$ cat config.mk
export PLATFORM = sky130hd
export DESIGN_NAME = thee_pga_agc_ctrl_flat
export DESIGN_NICKNAME = d
export VERILOG_FILES = /design/src/rtl/thee_pga_agc_pkg.sv /design/src/rtl/thee_pga_agc_ctrl_if.sv /design/src/rtl/thee_pga_peak_win.sv /design/src/rtl/thee_pga_agc_ctrl.sv /design/src/flat_wrapper.sv
export SDC_FILE = /design/constraint.sdc
export NUM_CORES = 1
export LEC_CHECK = 0
export CORE_ASPECT_RATIO = 1.25
export CORE_MARGIN = 3
export CORE_UTILIZATION = 30
export DETAILED_ROUTE_END_ITERATION = 7
export PLACE_DENSITY = 0.46
export SETUP_SLACK_MARGIN = 0.5
export SLEW_MARGIN = 10
export SYNTH_ARGS = -nofsm -noshare
export SYNTH_HDL_FRONTEND = slang
export SYNTH_SLANG_ARGS = --single-unit
$ cat constraint.sdc
create_clock -name clk -period 2.4 [get_ports clk]
set_clock_uncertainty 0.05 [all_clocks]
set_input_delay 0.48 -clock clk [delete_from_list [all_inputs] [get_ports clk]]
set_output_delay 0.48 -clock clk [all_outputs]
set_load 0.005 [all_outputs]
$ cat src/rtl/thee_pga_agc_pkg.sv
// Shared types and defaults for the PGA automatic gain controller.
package thee_pga_agc_pkg;

  typedef enum logic [1:0] {
    IDLE    = 2'd0,
    SETTLE  = 2'd1,
    MEASURE = 2'd2,
    ADJUST  = 2'd3
  } agc_state_t;

  localparam int DEF_HI_THR        = 200;
  localparam int DEF_LO_THR        = 64;
  localparam int DEF_SETTLE_CYCLES = 4;
  localparam int DEF_WIN_SAMPLES   = 4;
  localparam int CNT_BITS          = 16;

endpackage

$ cat src/rtl/thee_pga_agc_ctrl_if.sv
// Bus between the ADC magnitude path, the AGC and the amplifier gain input.
// Optional manual override ports exist only when THEE_PGA_AGC_MANUAL_EN is defined.
interface thee_pga_agc_ctrl_if #(
  parameter int GAIN_BITS = 3,
  parameter int MAG_BITS  = 8
);
  // sample_valid qualifies sample_mag for exactly one cycle; there is no
  // back-pressure, so every valid cycle seen in MEASURE is consumed.
  logic                          en;
  logic                          sample_valid;
  logic [MAG_BITS-1:0]           sample_mag;
  logic [GAIN_BITS-1:0]          dig_gain;
  logic                          gain_update;
  logic                          locked;
  logic                          range_err;
  thee_pga_agc_pkg::agc_state_t  state;
`ifdef THEE_PGA_AGC_MANUAL_EN
  logic                          man_en;
  logic [GAIN_BITS-1:0]          man_gain;

  modport master (output en, sample_valid, sample_mag, man_en, man_gain,
                  input  dig_gain, gain_update, locked, range_err, state);
  modport slave  (input  en, sample_valid, sample_mag, man_en, man_gain,
                  output dig_gain, gain_update, locked, range_err, state);
`else
  modport master (output en, sample_valid, sample_mag,
                  input  dig_gain, gain_update, locked, range_err, state);
  modport slave  (input  en, sample_valid, sample_mag,
                  output dig_gain, gain_update, locked, range_err, state);
`endif
endinterface

$ cat src/rtl/thee_pga_peak_win.sv
// Measurement window: counts valid samples and tracks their peak magnitude.
module thee_pga_peak_win
  import thee_pga_agc_pkg::*;
#(
  parameter int MAG_BITS    = 8,
  parameter int WIN_SAMPLES = DEF_WIN_SAMPLES
) (
  input  logic                clk,
  input  logic                rst,
  input  logic                clear,
  input  logic                valid,
  input  logic [MAG_BITS-1:0] mag,
  output logic [MAG_BITS-1:0] peak,
  output logic                done
);

  localparam logic [CNT_BITS-1:0] LAST = CNT_BITS'(WIN_SAMPLES - 1);

  logic [CNT_BITS-1:0] cnt;

  // done fires in the cycle the last sample is accepted; peak already
  // includes that sample on the following cycle.
  assign done = valid && !clear && (cnt == LAST);

  always_ff @(posedge clk or posedge rst) begin
    if (rst) begin
      cnt  <= '0;
      peak <= '0;
    end else if (clear) begin
      cnt  <= '0;
      peak <= '0;
    end else if (valid) begin
      peak <= (mag > peak) ? mag : peak;
      cnt  <= done ? '0 : cnt + CNT_BITS'(1);
    end
  end

endmodule

$ cat src/rtl/thee_pga_agc_ctrl.sv
// AGC sequencer: settle, measure a window, step the gain one LSB toward the window.
// Define THEE_PGA_AGC_MANUAL_EN to add the man_en/man_gain override.
module thee_pga_agc_ctrl
  import thee_pga_agc_pkg::*;
#(
  parameter int GAIN_BITS     = 3,
  parameter int MAG_BITS      = 8,
  parameter int GAIN_INIT     = 0,
  parameter int HI_THR        = DEF_HI_THR,
  parameter int LO_THR        = DEF_LO_THR,
  parameter int SETTLE_CYCLES = DEF_SETTLE_CYCLES,
  parameter int WIN_SAMPLES   = DEF_WIN_SAMPLES
) (
  input logic              clk,
  input logic              rst,
  thee_pga_agc_ctrl_if.slave bus
);

  localparam logic [MAG_BITS-1:0]  HI_T        = MAG_BITS'(HI_THR);
  localparam logic [MAG_BITS-1:0]  LO_T        = MAG_BITS'(LO_THR);
  localparam logic [GAIN_BITS-1:0] GAIN_MAX    = '1;
  localparam logic [GAIN_BITS-1:0] GAIN_RST    = GAIN_BITS'(GAIN_INIT);
  localparam logic [CNT_BITS-1:0]  SETTLE_LAST = CNT_BITS'(SETTLE_CYCLES - 1);

  agc_state_t           state;
  logic [CNT_BITS-1:0]  settle_cnt;
  logic [GAIN_BITS-1:0] gain;
  logic                 gain_update;
  logic                 locked;
  logic                 range_err;
  logic [MAG_BITS-1:0]  peak;
  logic                 win_done;
  logic                 step_dn;
  logic                 step_up;
  logic                 in_range;
  logic                 man_active;
  logic [GAIN_BITS-1:0] man_gain;

`ifdef THEE_PGA_AGC_MANUAL_EN
  assign man_active = bus.man_en;
  assign man_gain   = bus.man_gain;
`else
  assign man_active = 1'b0;
  assign man_gain   = gain;
`endif

  thee_pga_peak_win #(
    .MAG_BITS    (MAG_BITS),
    .WIN_SAMPLES (WIN_SAMPLES)
  ) u_peak_win (
    .clk   (clk),
    .rst   (rst),
    .clear (state != MEASURE),
    .valid (bus.sample_valid),
    .mag   (bus.sample_mag),
    .peak  (peak),
    .done  (win_done)
  );

  always_comb begin
    step_dn  = (peak > HI_T) && (gain != '0);
    step_up  = (peak < LO_T) && (gain != GAIN_MAX);
    in_range = (peak >= LO_T) && (peak <= HI_T);
  end

  always_ff @(posedge clk or posedge rst) begin
    if (rst) begin
      state       <= IDLE;
      settle_cnt  <= '0;
      gain        <= GAIN_RST;
      gain_update <= 1'b0;
      locked      <= 1'b0;
      range_err   <= 1'b0;
    end else if (man_active) begin
      state       <= IDLE;
      settle_cnt  <= '0;
      gain        <= man_gain;
      gain_update <= (man_gain != gain);
      locked      <= 1'b0;
      range_err   <= 1'b0;
    end else begin
      gain_update <= 1'b0;
      case (state)
        IDLE: begin
          settle_cnt <= '0;
          if (bus.en) state <= SETTLE;
        end
        SETTLE: begin
          if (settle_cnt == SETTLE_LAST) begin
            settle_cnt <= '0;
            state      <= MEASURE;
          end else begin
            settle_cnt <= settle_cnt + CNT_BITS'(1);
          end
        end
        MEASURE: begin
          if (win_done) state <= ADJUST;
        end
        ADJUST: begin
          if (step_dn || step_up) begin
            gain        <= step_dn ? gain - GAIN_BITS'(1) : gain + GAIN_BITS'(1);
            gain_update <= 1'b1;
            locked      <= 1'b0;
            range_err   <= 1'b0;
            state       <= SETTLE;
          end else begin
            // no step possible: either in the window or pinned at a code limit
            locked    <= in_range;
            range_err <= !in_range;
            state     <= MEASURE;
          end
        end
        default: state <= IDLE;
      endcase
      // disable wins over every state, but a step decided this cycle still lands
      if (!bus.en) begin
        state      <= IDLE;
        settle_cnt <= '0;
        locked     <= 1'b0;
        range_err  <= 1'b0;
      end
    end
  end

  assign bus.dig_gain    = gain;
  assign bus.gain_update = gain_update;
  assign bus.locked      = locked;
  assign bus.range_err   = range_err;
  assign bus.state       = state;

endmodule

$ cat src/flat_wrapper.sv
// flat-port wrapper written by rule: the top's interface ports become plain ports
module thee_pga_agc_ctrl_flat import thee_pga_agc_pkg::*;
#(
  parameter int GAIN_BITS     = 3,
  parameter int MAG_BITS      = 8,
  parameter int GAIN_INIT     = 0,
  parameter int HI_THR        = DEF_HI_THR,
  parameter int LO_THR        = DEF_LO_THR,
  parameter int SETTLE_CYCLES = DEF_SETTLE_CYCLES,
  parameter int WIN_SAMPLES   = DEF_WIN_SAMPLES
)
  (clk, rst, bus_en, bus_sample_valid, bus_sample_mag, bus_dig_gain, bus_gain_update, bus_locked, bus_range_err, bus_state);
  thee_pga_agc_ctrl_if #(.GAIN_BITS(GAIN_BITS), .MAG_BITS(MAG_BITS)) bus_i ();
  input logic clk;
  input logic rst;
  input wire logic [$bits(bus_i.en)-1:0] bus_en;
  input wire logic [$bits(bus_i.sample_valid)-1:0] bus_sample_valid;
  input wire logic [$bits(bus_i.sample_mag)-1:0] bus_sample_mag;
  output wire logic [$bits(bus_i.dig_gain)-1:0] bus_dig_gain;
  output wire logic [$bits(bus_i.gain_update)-1:0] bus_gain_update;
  output wire logic [$bits(bus_i.locked)-1:0] bus_locked;
  output wire logic [$bits(bus_i.range_err)-1:0] bus_range_err;
  output wire logic [$bits(bus_i.state)-1:0] bus_state;
  assign bus_i.en = bus_en;
  assign bus_i.sample_valid = bus_sample_valid;
  assign bus_i.sample_mag = bus_sample_mag;
  assign bus_dig_gain = bus_i.dig_gain;
  assign bus_gain_update = bus_i.gain_update;
  assign bus_locked = bus_i.locked;
  assign bus_range_err = bus_i.range_err;
  assign bus_state = bus_i.state;
  thee_pga_agc_ctrl #(.GAIN_BITS(GAIN_BITS), .MAG_BITS(MAG_BITS), .GAIN_INIT(GAIN_INIT), .HI_THR(HI_THR), .LO_THR(LO_THR), .SETTLE_CYCLES(SETTLE_CYCLES), .WIN_SAMPLES(WIN_SAMPLES)) u_core (.clk(clk), .rst(rst), .bus(bus_i));
endmodule
Word level (Yosys, flattened, before mapping)
Cells that the tools add are included.
{ "classes": {"n_bitwise": 0, "add_sub_neg": 4, "mux": 23, "n_lt_le_gt_ge": 5, "n_eq_ne": 11, "n_mul": 0, "shift": 0, "n_reduce_logical": 15, "div": 0} }
{ "ops": {"columns": ["cell", "count"], "rows": [
  ["2-to-1 mux 16 bit", 5],
  ["adder 16 x 1 -> 16 bit (second input constant)", 2],
  ["== test 16 x 2 -> 1 bit (second input constant)", 2],
  ["one-hot mux 16 bit (2 select lines)", 1],
  ["2-to-1 mux 8 bit", 3],
  ["greater-or-equal comparator 8 x 7 -> 1 bit (second input constant)", 1],
  ["> comparator 8 bit", 1],
  ["> comparator 8 bit (second input constant)", 1],
  ["less-or-equal comparator 8 bit (second input constant)", 1],
  ["less-than comparator 8 x 7 -> 1 bit (second input constant)", 1],
  ["2-to-1 mux 1 bit", 8],
  ["2-to-1 mux 2 bit", 4],
  ["one-hot mux 2 bit (4 select lines)", 1],
  ["!= test 3 bit (second input constant)", 2],
  ["AND reduction 2 bit", 3],
  ["logical AND 1 bit", 5],
  ["== test 2 bit (second input constant)", 2],
  ["nonzero test 2 bit", 2],
  ["adder 3 x 1 -> 3 bit (second input constant)", 1],
  ["2-to-1 mux 3 bit", 1],
  ["!= test 3 x 1 -> 1 bit (second input constant)", 1],
  ["!= test 3 x 2 -> 1 bit (second input constant)", 1],
  ["nonzero test 3 bit", 1],
  ["subtractor 3 x 1 -> 3 bit (second input constant)", 1],
  ["other kinds (6)", 7]
]} }
{ "word_totals": {"register_bits": 48, "n_memories": 0, "elab_cells": 66, "ram_bits": 0, "latchBits": 0, "in_bits": 12, "romBits": 0} }

Logic depth before layout (Yosys ltp)
Gate-level depths: netlist of the first run.
{ "depth": {"word_depth": 7, "ltp_mapped": 8, "ltp_nobuf": 7} }

Cells and area by module
Synthesis of the first run repeated with hierarchy kept, for this count alone.
{ "unflattened": {"hier_cells": 308, "area_unflattened_um2": 2846.5} }
{ "modules_own_cells": {"columns": ["module", "instances", "cells_per_inst", "area_each_um2"], "rows": [
  ["thee_pga_peak_win", 1, 164, 1525.2],
  ["thee_pga_agc_ctrl", 1, 144, 1321.3]
]} }

Worst setup path after synthesis of the first run
Ideal clock, no wire load.
{ "synth_path": {"path_kind": "flip-flop to flip-flop", "start": "register u_core.u_peak_win.cnt[0]", "end": "register u_core.u_peak_win.cnt[2]", "arrival_ps": 1747, "stages_incl_launch_ff": 8, "slack_ps": 524, "cell_sequence": "dfrtp_1 ha_1 nor3b_1 and4_4 or3b_4 buf_6 o21a_1 mux2i_1"} }
{ "synth_between": {"elab_chain_len": 5} }
{ "synth_rtl": {"columns": ["element", "line", "rtl"], "rows": [
  ["start: declaration", "thee_pga_peak_win.sv:19", "logic [CNT_BITS-1:0] cnt;"],
  ["start signal: assignment", "thee_pga_peak_win.sv:34", "cnt <= done ? '0 : cnt + CNT_BITS'(1);"],
  ["branches (longest 2 deep; another with adder 16 x 1 -> 16 bit)", null, null],
  ["2-to-1 mux 16 bit *", "thee_pga_peak_win.sv:34", null],
  ["2-to-1 mux 16 bit *", "thee_pga_peak_win.sv:32", "end else if (valid) begin"],
  ["2-to-1 mux 16 bit *", "thee_pga_peak_win.sv:29", "end else if (clear) begin"]
]} }
Mark *: on every way between the ends. The select of a mux whose other input is x is not followed.
A chain may end at the register's enable or synchronous reset.

Worst setup path after layout of the first run
{ "layout_path": {"start": "register u_core.u_peak_win.cnt[0]", "end": "register u_core.u_peak_win.cnt[4]"} }
Same word-level chain as after synthesis.

==> results of run 1 <==
-- power by group through the flow --
stage / combinational, uW / clock [uW] / sequential (uW)
after floorplan: 420 / 0 / 953
after global placement: 637 / 0 / 981
after detailed placement: 632 / 0 / 981
after CTS: 689 / 748 / 964
after global routing: 886 / 775 / 980
final: 791 / 727 / 970
-- cells by family after synthesis --
family	count (synthesis)
simple gates	127
compound gates	73
flops	48
buf+inv	30
mux	11
fa+ha+maj	11
xor+xnor	4
-- layout make-up --
type	instances	area, um^2	area share [%]
well taps	123	154	4.09
flip-flops and latches	48	1210	32.2
clock buffers	7	153	4.06
repair buffers	55	487	12.9
multi-input cells	227	1690	45.0
inverters	18	67.6	1.80
-- synthesized netlist by cell type, types with 3 or more instances --
cell	n
or3_1	4
dfrtp_1	48
a22o_1	3
o21ai_0	19
a41oi_1	4
a21oi_1	16
nand4_1	3
and2_1	3
o211ai_1	3
nor4_1	9
clkbuf_1	3
ha_1	10
a21o_1	5
mux2i_1	11
and3_1	11
nor3b_1	7
nand2_1	31
nor2_1	17
nor3_1	5
inv_1	18
a31oi_1	9
nand3_1	18
and4_1	3
buf_2	4
-- registers in the layout, indices dropped and copies added, names as in the netlist --
name and count:
u_core.settle_cnt 16, u_core.u_peak_win.cnt 16, u_core.u_peak_win.peak 8, u_core.bus.dig_gain 3, u_core.bus.state 2, u_core.bus.gain_update 1, u_core.bus.locked 1, u_core.bus.range_err 1
-- worst max-delay path: stages (launching register included) --
cell,delay (ns)
dfrtp_1,0.41
ha_4,0.19
nor3b_2,0.15
and4_4,0.21
or3b_4,0.46
nor3b_1,0.22
a21o_1,0.11
-- timing repair --
| item | CTS | global route |
|---|---|---|
| pin swaps | 8 | 12 |
| gates resized for setup | 25 | 36 |
| gates cloned | 1 | 0 |
| setup buffers | 8 | 16 |
| hold endpoints to repair | 0 | 0 |
| hold buffers | 0 | 0 |
| endpoints found under the setup margin | 27 | 27 |
-- final timing paths --
check,startpoint,endpoint,slack [ns],cells after the start
worst min register to register,u_core.u_peak_win.cnt[15],u_core.u_peak_win.cnt[15],0.47,1
min in group clk,u_core.u_peak_win.cnt[15],u_core.u_peak_win.cnt[15],0.47,1
worst min-delay path,rst,u_core.settle_cnt[14],0.44,2
worst max register to register,u_core.u_peak_win.cnt[0],u_core.u_peak_win.cnt[4],0.54,6
worst max-delay path,u_core.u_peak_win.cnt[0],u_core.u_peak_win.cnt[4],0.54,6
max in group asynchronous,rst,u_core.u_peak_win.peak[7],1.34,3
-- per-layer routing --
metal | GRT usage (%) | share of wire [%]
met1 | 16.4 | 47
met2 | 22.0 | 50
met3 | 1.97 | 2.3
met4 | 3.91 | 1.2
met5 | 0 | 0
-- per-stage QoR --
step	TNS, ns	instance area [um^2]
after floorplan	0	2830
final	0	3760
after global routing	0	3760
after CTS	0	3480
after detailed placement	-0.955	3190
after global placement	-0.662	3190
==> metrics.txt, run 1 <==
clock share of power=29.2%; WP data required=2.58 ns; syn nets=between 300 and 400; CTS sink cnt=48; Compound-Gate Fraction of Synth Area=16.8%; Yosys warnings=0; net load switching power=slightly below 800 uW; Fin. Hold Viols=0; prevailing post-synth register cell=dfrtp_1; Avg Inst Size Synth=roughly 9.3 um^2; routed vias/inst=approximately 5.1; mux cell area share after synthesis=under 10%; flip-flop and latch count after synthesis=48; IO buf count=19; Synth Instances=slightly above 300; Synth Area in Simple Gates=about 25%; top-area cell type share of the netlist area=between 40% and 50%; RSZ-0062 raised after global routing=true; TritonRoute pass-1 iters=4; startpoint types=flip-flop; most frequent cells in the layout=41 x dfrtp_1, 32 x buf_4, 31 x nand2_1, 17 x o21ai_0, 17 x nor2_1; core footprint=a little over 9000 um^2; Initial DRC Count=150; Final #Nets=378; sequential power share=roughly 39%; clock tree buffer depth=2; Hold Crit Class=input pin to async pin; fin. max-slew vios=0; global-route wire length before repair=approximately 11000 um; TritonCTS Buffers=5; period utilization=between 70 and 80%; top cells by area, synth=dfrtp_1 42%, ha_1 4.4%, nand2_1 4.1%; Final Power=between 2000 and 2500 uW; Final GP Congestion=0.736; clock root buffer=clkbuf_16; slew at the pin closest to its max-slew limit=between 0.3 and 0.4 ns; dpl ws=-0.126 ns; Final Util=41.0%; Power Density=~660 nW/um^2; Worst Path Arrival=around 2.0 ns; Die W=about 93 um; P&R area growth vs syn=32.9%; initial antenna violation count=0; # rows=39; crit path time final=approximately 1.9 ns; total global routing overflow=0; Setup violations, final=0; Mapped Area=around 2800 um^2; Clock Latency Late Sink=0.28 ns; Inst Count DP=approximately 450; Via Count=around 2500; Final Non-Filler Cells=between 400 and 500; dpl hpwl=between 4000 and 5000 um; commonest non-fill, non-tap cell in the layout=dfrtp_1; Final WS setup=~0.54 ns; Initial Util=between 30% and 40%; number of synthesized flops with an enable pin=0; library cells used by synthesis=between 50 and 60; Die H=115 um; Ant. Diodes=0; DR WL/cell=14.4 um; largest net degree at the start of global routing=33; crit end category=flip-flop; Max IR drop VDD=0.256 mV; CTS tree=done; largest area contributor in the netlist=dfrtp_1; maximum net fanout on the critical path=7; Synth Area in XOR/XNOR=between 1 and 1.5%; Pint=around 1700 uW; post-synthesis sequential area ratio=between 40% and 50%; crit path kind=flip-flop to flip-flop; die area=10600 um^2; status=complete, no violations; max_slew headroom=roughly three quarters; share of layout cells above drive strength 1=a little over a quarter; largest family of logic cells by synthesized area=simple AND/OR/NAND/NOR gates; maximum clock frequency=roughly 0.54 GHz; Routed WL=~7000 um; Comb power frac=31.8%; global-route usage over all layers=~13%; post-synthesis async set-or-reset flop share=100%; fillcell total=942; Hold Slack=0.444 ns; Ports=20; Reg clk slew, reported paths=around 0.060 ns; H-tree levels=2; switching power share of the total=31.5%; Residual DRC=0; Leak=~0.0016 uW; Max-Cap Viols=0; Adder-Cell Fraction of Synth Area=a little over 5%; number of global-route vias before repair=2274; DRT antenna net count=0
No activity file was read; power rests on OpenSTA's default activity.
==> run 2, diff against run 1 <==
Clock period 2.4 ns to 1.95 ns, I/O delays scaled along.
==> run 2 against run 1 <==
Against the previous run: via count grew 7.3%; worst hold slack got worse by 0.099 ns; sequential share of layout area decreased by 4.5 points; critical path depth did not move; utilization is 6.9 points higher; combinational power rose by 76%; cell area is 17% higher; largest cell class unchanged.
==> metrics.txt, run 2 (same netlist as run 1, synthesis figures left out) <==
global-route usage over all layers=15.2%; Final Power=between 3000 and 4000 uW; DR WL/cell=~15 um; CTS tree=done; DRT antenna net count=0; share of layout cells above drive strength 1=between 40% and 50%; most frequent cells in the layout=51 x buf_4, 38 x dfrtp_1, 28 x nand2_1, 21 x buf_6, 14 x nor2_1; Residual DRC=0; die area=approximately 11000 um^2; commonest non-fill, non-tap cell in the layout=buf_4; FF/Latch Area=~1200 um^2; Clock Latency Late Sink=0.29 ns; Initial Util=between 30% and 40%; Reg clk slew, reported paths=approximately 0.07 ns; number of global-route vias before repair=roughly 2700; Initial DRC Count=a little under 100; CP top delay family=simple AND/OR/NAND/NOR gates; slowest CP cell=or3b_4; routed vias/inst=slightly above 5; Ports=20; cells along the critical path=ha_4 > nor3b_2 > and4_4 > or3b_4 > o21a_1 > mux2i_1; dpl hpwl=a little under 5000 um; largest net degree at the start of global routing=39; core footprint=9170 um^2; status=complete, no violations; Setup violations, final=0; fillcell total=between 900 and 1000; clock root buffer=clkbuf_16; CTS Hold Bufs=0; # rows=39; clock tree buffer depth=2; Final GP Congestion=0.755; total global routing overflow=0; RSZ-0062 raised after global routing=true; startpoint types=flip-flop; initial antenna violation count=0; Worst Path Arrival=2.04 ns; maximum net fanout on the critical path=7; Leak=between 0.0015 and 0.002 uW; Via Count=approximately 2600; Ant. Diodes=0; H-tree levels=2; slew at the pin closest to its max-slew limit=0.500 ns; maximum clock frequency=around 0.53 GHz; max_slew headroom=between 60% and 70%; IO buf count=19; Power Density=approximately 790 nW/um^2; Hold Crit Class=input pin to async pin; P&R area growth vs syn=55.3%; Fin. Hold Viols=0; crit path time final=1.88 ns; period utilization=a little over nine tenths; Final #Nets=around 420; area of the multi-input gates=1990 um^2; CTS sink cnt=48; Hold Slack=~0.35 ns; Max-Cap Viols=0; TritonRoute pass-1 iters=4; Routed WL=a little under 8000 um; Top Registers=u_core.settle_cnt (16), u_core.u_peak_win.cnt (16), u_core.u_peak_win.peak (8); crit end category=flip-flop; global-route wire length before repair=around 13000 um; crit path kind=flip-flop to flip-flop; max incr delay on CP=0.47 ns; TritonCTS Buffers=5; Die W=a little over 90 um; Max IR drop VDD=0.401 mV; Die H=115 um; WP data required=2.11 ns; Worst Path Buf+Inv=0; fin. max-slew vios=0
## run 2: changes by cell type in the layout (fill, tap and decap cells not counted), sizes merged
cell           delta
dlymetal6s2s      +1
inv               -1
buf              +39
clkinvlp          +3
clkdlybuf4s15     -1
clkbuf            -1
dlygate4sd2       +6
clkdlybuf4s50     -8
## run 2: layer usage
| layer | vias up | GRT usage [%] | routed length (um) |
|---|---|---|---|
| met5 | - | 0 | 0 |
| met4 | 0 | 4.40 | 123 |
| met3 | 9 | 2.50 | 132 |
| met2 | 19 | 26.6 | 4130 |
| met1 | 1308 | 19.3 | 3540 |
| li1 | 1303 | - | - |
## run 2: layout make-up
cell class	instances	area share, %
Tap cell	123	3.50
Clock inverter	2	0.342
Timing Repair Buffer	92	18.4
Multi-Input combinational cell	227	45.4
Inverter	18	1.62
Clock buffer	6	3.16
Sequential cell	48	27.6
## run 2: repair_timing
action,CTS,global route
setup buffers,24,12
pin swaps,39,32
gates cloned,2,0
endpoints found under the hold margin,0,0
resized for setup,87,64
endpoints found under the setup margin,54,48
## run 2: through the flow
step | TNS (ns) | std cells | worst slack (ns) | utilization (%) | area (um^2)
2_1_floorplan | 0 | 304 | 0.138 | - | 2930
3_3_place_gp | -4.41 | 470 | -0.469 | 37.6 | 3450
3_5_place_dp | -4.42 | 470 | -0.489 | 37.6 | 3450
4_1_cts | 0 | 504 | 0.114 | 44.4 | 4070
5_1_grt | 0 | 516 | 0.00803 | 47.9 | 4390
6_report | 0 | 516 | 0.0729 | 47.9 | 4390
## run 2: power breakdown
part	leakage [uW]	internal (uW)	switching, uW	total [uW]
sequential	0.000642	1080	96.5	1180
combinational	0.00120	682	707	1390
clock	0.0000691	511	397	909
total	0.00191	2280	1200	3480
## run 2: final timing paths
kind	startpoint	end	slack [ns]	cells after the start
max in group asynchronous	rst	u_core.u_peak_win.peak[2]	0.99	3
min in group clk	bus_sample_mag[0]	u_core.u_peak_win.peak[0]	0.47	3
min reg2reg	u_core.u_peak_win.peak[4]	u_core.u_peak_win.peak[4]	0.48	2
min	rst	u_core.settle_cnt[11]	0.35	2
max	u_core.u_peak_win.cnt[0]	u_core.u_peak_win.cnt[2]	0.07	6
max reg2reg	u_core.u_peak_win.cnt[0]	u_core.u_peak_win.cnt[2]	0.07	6
## run 2: worst register-to-register path: stages (launching register included)
cell     delay (ns)
dfrtp_1        0.42
ha_4           0.18
nor3b_2        0.14
and4_4         0.22
or3b_4         0.47
o21a_1         0.20
mux2i_1        0.12
==> run 3, diff against run 2 <==
Settings changed: CAP_MARGIN set to 20, GPL_ROUTABILITY_DRIVEN set to 0.
==> results of run 3 <==
Final layout, timing and power as in run 2 (identical DEF).
